===== src/rtl/ex_result_skid_pkg.sv =====
// Shared CPU types for the execute-to-memory result hand-off buffer.
package ex_result_skid_pkg;

    localparam int unsigned DATA_W = 16;
    localparam int unsigned REG_W  = 4;

    typedef struct packed {
        logic [DATA_W-1:0] result;
        logic [REG_W-1:0]  rd;
        logic              regwrite;
        logic              zero;
        logic              neg;
    } entry_t;

endpackage


===== src/rtl/ex_result_flags.sv =====
// Zero/negative flag derivation for an execute-stage result.
module ex_result_flags
    import ex_result_skid_pkg::*;
(
    input  logic [DATA_W-1:0] result,
    output logic              zero_c,
    output logic              neg_c
);

    // Flags follow the result combinationally; they are stored with the entry at push.
    assign zero_c = (result == '0);
    assign neg_c  = result[DATA_W-1];

endmodule


===== src/rtl/ex_result_skid.sv =====
// Registered skid FIFO between execute and memory/writeback stages.
// Optional macro EX_RESULT_FWD_EN adds a forwarding view of the newest buffered entry.
module ex_result_skid
    import ex_result_skid_pkg::*;
#(
    parameter int unsigned DEPTH = 2
)(
    input  logic              clock,
    input  logic              reset,
    input  logic              flush,
    input  logic              in_valid,
    output logic              in_ready,
    input  logic [DATA_W-1:0] in_result,
    input  logic [REG_W-1:0]  in_rd,
    input  logic              in_reg_write,
    output logic              out_valid,
    input  logic              out_ready,
    output logic [DATA_W-1:0] out_result,
    output logic [REG_W-1:0]  out_rd,
    output logic              out_reg_write,
    output logic              out_zero,
    output logic              out_neg
`ifdef EX_RESULT_FWD_EN
    ,
    output logic              fwd_valid,
    output logic [REG_W-1:0]  fwd_rd,
    output logic [DATA_W-1:0] fwd_result
`endif
);

    localparam int unsigned PTR_W = $clog2(DEPTH);
    localparam int unsigned CNT_W = $clog2(DEPTH + 1);

    entry_t             mem [DEPTH];
    logic [PTR_W-1:0]   rd_ptr;
    logic [PTR_W-1:0]   wr_ptr;
    logic [CNT_W-1:0]   count;
    logic               push;
    logic               pop;
    logic               in_zero_c;
    logic               in_neg_c;
    entry_t             in_entry;
    entry_t             head_c;

    ex_result_flags u_flags (
        .result (in_result),
        .zero_c (in_zero_c),
        .neg_c  (in_neg_c)
    );

    // Handshake status comes from registered count only.
    assign in_ready  = (count != CNT_W'(DEPTH));
    assign out_valid = (count != '0);
    assign push      = in_valid && in_ready && !flush;
    assign pop       = out_valid && out_ready && !flush;

    // Assemble the entry to store, flags included.
    always_comb begin
        in_entry          = '0;
        in_entry.result   = in_result;
        in_entry.rd       = in_rd;
        in_entry.regwrite = in_reg_write;
        in_entry.zero     = in_zero_c;
        in_entry.neg      = in_neg_c;
    end

    // Pointer and occupancy update; reset beats flush, flush beats push/pop.
    always_ff @(posedge clock) begin
        if (!reset) begin
            rd_ptr <= '0;
            wr_ptr <= '0;
            count  <= '0;
        end else if (flush) begin
            rd_ptr <= '0;
            wr_ptr <= '0;
            count  <= '0;
        end else begin
            if (push) wr_ptr <= wr_ptr + PTR_W'(1);
            if (pop)  rd_ptr <= rd_ptr + PTR_W'(1);
            case ({push, pop})
                2'b10:   count <= count + CNT_W'(1);
                2'b01:   count <= count - CNT_W'(1);
                default: count <= count;
            endcase
        end
    end

    // Storage is written only on an accepted push; contents survive flush.
    always_ff @(posedge clock) begin
        if (push) mem[wr_ptr] <= in_entry;
    end

    // Head entry, forced to zero while empty.
    always_comb begin
        head_c = '0;
        if (out_valid) head_c = mem[rd_ptr];
    end

    assign out_result    = head_c.result;
    assign out_rd        = head_c.rd;
    assign out_reg_write = head_c.regwrite;
    assign out_zero      = head_c.zero;
    assign out_neg       = head_c.neg;

`ifdef EX_RESULT_FWD_EN
    logic [PTR_W-1:0] fwd_idx;

    // Newest buffered entry sits just behind the write pointer.
    always_comb begin
        fwd_idx    = wr_ptr - PTR_W'(1);
        fwd_valid  = 1'b0;
        fwd_rd     = '0;
        fwd_result = '0;
        if (out_valid) begin
            fwd_valid  = mem[fwd_idx].regwrite;
            fwd_rd     = mem[fwd_idx].rd;
            fwd_result = mem[fwd_idx].result;
        end
    end
`else
    // No forwarding view in this build.
`endif

endmodule


===== config.mk =====
export PLATFORM = sky130hd
export DESIGN_NAME = ex_result_skid
export DESIGN_NICKNAME = d
export VERILOG_FILES = /design/src/rtl/ex_result_skid_pkg.sv /design/src/rtl/ex_result_flags.sv /design/src/rtl/ex_result_skid.sv
export SDC_FILE = /design/constraint.sdc
export NUM_CORES = 1
export LEC_CHECK = 0
export ABC_AREA = 1
export BUFFER_PORTS_ARGS = -buffer_cell sky130_fd_sc_hd__buf_2
export CAP_MARGIN = 0
export CORE_ASPECT_RATIO = 0.9
export CORE_MARGIN = 2
export CORE_UTILIZATION = 55
export DETAILED_ROUTE_END_ITERATION = 8
export GPL_TIMING_DRIVEN = 0
export PLACE_DENSITY = 0.83
export SYNTH_ARGS = -nofsm -noshare
export SYNTH_HDL_FRONTEND = slang
export SYNTH_SLANG_ARGS = --single-unit

===== constraint.sdc =====
create_clock -name clock -period 3.5 [get_ports clock]
set_clock_uncertainty 0.1 [all_clocks]
set_input_delay 0.525 -clock clock [delete_from_list [all_inputs] [get_ports clock]]
set_output_delay 0.525 -clock clock [all_outputs]
set_load 0.01 [all_outputs]

==> flow_summary.ini <==
[cts]
h-tree-depth = 2
holdBufCountCts = 0
cts_resized = 0
clk_path_buf_depth = 2
cts_root_buf = clkbuf_8
post_cts_buffers = 0
clk_latency_ns = 0.28
tritoncts = done
cts.reportedPaths.clkPinSlew_ns = 0.08
cts-buffers-inserted = 5
clkSinkCount = 49

[floorplanning]
core_um2 = 3400
num_io_pins = 51
fp.dieW_um = 67.1
rows = 20
dieArea_um2 = 4080
die_h_um = 60.8
start_util_pct = 57.9

[synthesis]
yosys_most_used_dff = edfxtp_1
ys_seq_area_share_pct = 72.2
ys_ff_latch = 49
synthTopCellsByArea = edfxtp_1 67%, nand2_1 9.9%, a21oi_1 6.1%, dfxtp_1 5.1%, nor2_1 3.8%
synth_nets = 197
syn-cell-area_um2 = 1970
syn_avg_cell_area_um2 = 11.6
netlist_instances = 170
synth_edf_count = 44
yosysWarnings = 0
synthTopCellsByCount = 52 x nand2_1, 44 x edfxtp_1, 24 x a21oi_1
yosysTopAreaCell = edfxtp_1
synth_top_area_share_pct = 67.1
synth.distinct_cells = 17
synthMostInstantiatedCell = nand2_1
postSynth.asyncResetShare_pct = 0

[power]
vdd_drop_max_mv = 0.422
internal_power_uw = 892
clockPowerShare_pct = 33.1
swShare_pct = 18.7
p_switching_uw = 205
p_seq_share_pct = 60.0
finalPower_uw = 1100
p_leak_uw = 0.00101
p_per_area_nw_per_um2 = 458
combPwrFrac_pct = 6.8

[setup_path]
cp_cell_sequence = inv_1 > buf_2 > nand2_1 > a21oi_1 > buf_2
arrival_ns = 1.35
start_kind = register
cpPeakStageDelay_ns = 0.35
crit_fanout = 10
crit_required_ns = 2.87
path_common_cell = buf_2
critPathTopFamily = buffers and inverters
path_buf_inv = 3
slowest_stage = dfxtp_1
critical_path_class = reg2out
end_kind = primary output

[routing]
first_iter_violations = 56
wl_per_cell_um = 12.1
drc = 0
dr.pass1.iters = 4
vias = 1360
viasPerCell = 5.00
wl_mm = 3.28
antenna_left = 0

[sta]
fin_tns_setup_ns = 0
min_period_ns = 1.97
worst_pin_slew_ns = 0.830
period_share_pct = 56.4
relSlewSlack_pct = 44.6
setup_violations = 0
slew_violations = 0
timing.fmax_mhz = 506
grt_setup_unrepaired = no
finalHoldViolations = 0

[placed_design]
place_congestion = 0.720
port_buffers = 50
dpl.hpwl_mm = 2.36

[hold_path]
min-delay-path-class = in2reg

[flow_run]
max_cap_viol_count = 0

[run_status]
status = finished, final reports clean

[global_routing]
antenna_found_initial = 0
grt_pass1_vias = 1240
grt_overflow = 0
grt_pass1_wl_mm = 4.92
grt_max_degree = 23
grt_use_total_pct = 16.8

[cells_and_area]
syn_to_final_growth_pct = 21.7
drive_above_1_share_pct = 30.7
num_antenna_cells = 0
finalNetCount = 255
## layout make-up
type                            instances  area, µm²
Clock buffer                            5       68.8
Fill cell                             257       1010
Inverter                                8       30.0
Tap cell                               44       55.1
Multi-Input combinational cell        106        465
Timing Repair Buffer                   51        265
Clock inverter                          2       35.0
Sequential cell                        49       1420
Buffer                                  7       55.1
## sequential cells by signal (all words and copies together) (netlist names), named ones only
signal and count:
mem 44, rd_ptr 1, count 2, wr_ptr 1
## power by group through the flow
stage / clock network (µW) / registers (µW) / logic [µW]
4_1_cts: 366 / 658 / 75.7
3_3_place_gp: 0 / 672 / 71.3
5_1_grt: 385 / 660 / 84.0
3_5_place_dp: 0 / 672 / 75.3
6_report: 363 / 658 / 75.0
2_1_floorplan: 0 / 671 / 37.6
## logic make-up (layout without fill, tap and decap cells)
group,Yosys count,in the layout,synth area share [%]
buffers and inverters,15,73,4.32
and+or+nand+nor,80,80,16.3
xor gates and xnor gates,1,1,0.445
DFF,49,49,72.2
AOI/OAI and AO/OA,24,24,6.10
adders and majority gates,1,1,0.635
## metal layers
layer	GRT usage [%]	vias to the layer above	share of wire, %
li1	-	694	-
met1	19.0	626	40
met2	30.0	38	54
met3	4.27	2	5.2
met4	8.16	0	0.46
met5	0	-	0
## worst paths after layout
path / slack (ns) / to / from / depth (start not counted)
max: 1.53 / out_result[6] / register / 5
min: 0.32 / mem[1][5]$_DFFE_PP_ / in_rd[2] / 1
max reg2reg: 1.70 / mem[1][0]$_DFFE_PP_ / count[0]$_SDFFE_PP0P_ / 4
min reg2reg: 0.41 / rd_ptr$_SDFFE_PP0P_ / rd_ptr$_SDFFE_PP0P_ / 2
## worst register-to-register path, delay by kind of cell, from the launching register on
kind	cells	cell delay, ns
buffers and inverters	2	0.69
AND/OR/NAND/NOR	2	0.17
flip-flops	1	0.46
## cell usage in the layout (no fill, tap or decap)
master | synthesis | routed
a21oi_1 | 24 | 24
buf_2 | 4 | 54
buf_4 | 1 | 1
buf_8 | 0 | 1
bufinv_16 | 0 | 1
clkbuf_8 | 2 | 7
clkinv_2 | 0 | 1
dfxtp_1 | 5 | 5
edfxtp_1 | 44 | 44
ha_1 | 1 | 1
inv_1 | 6 | 6
inv_2 | 2 | 2
nand2_1 | 52 | 52
nand2_2 | 1 | 1
nand3_1 | 2 | 2
nand4_1 | 3 | 3
nor2_1 | 20 | 19
nor2_2 | 0 | 1
nor2_4 | 1 | 1
nor3_1 | 1 | 1
xor2_1 | 1 | 1
## per-stage QoR
| stage | worst slack [ns] | cell area (µm²) | hold WS, ns | util, % | cells |
|---|---|---|---|---|---|
| global route | 1.41 | 2400 | 0.319 | 70.4 | 272 |
| global placement | 0.723 | 2270 | 0.385 | 66.8 | 264 |
| floorplan | 1.28 | 1970 | 0.365 | - | 170 |
| finish | 1.53 | 2400 | 0.324 | 70.4 | 272 |
| detailed placement | 1.46 | 2290 | 0.393 | 67.4 | 265 |
| CTS | 1.50 | 2400 | 0.322 | 70.4 | 272 |
Power figures use the tool's default switching activity.
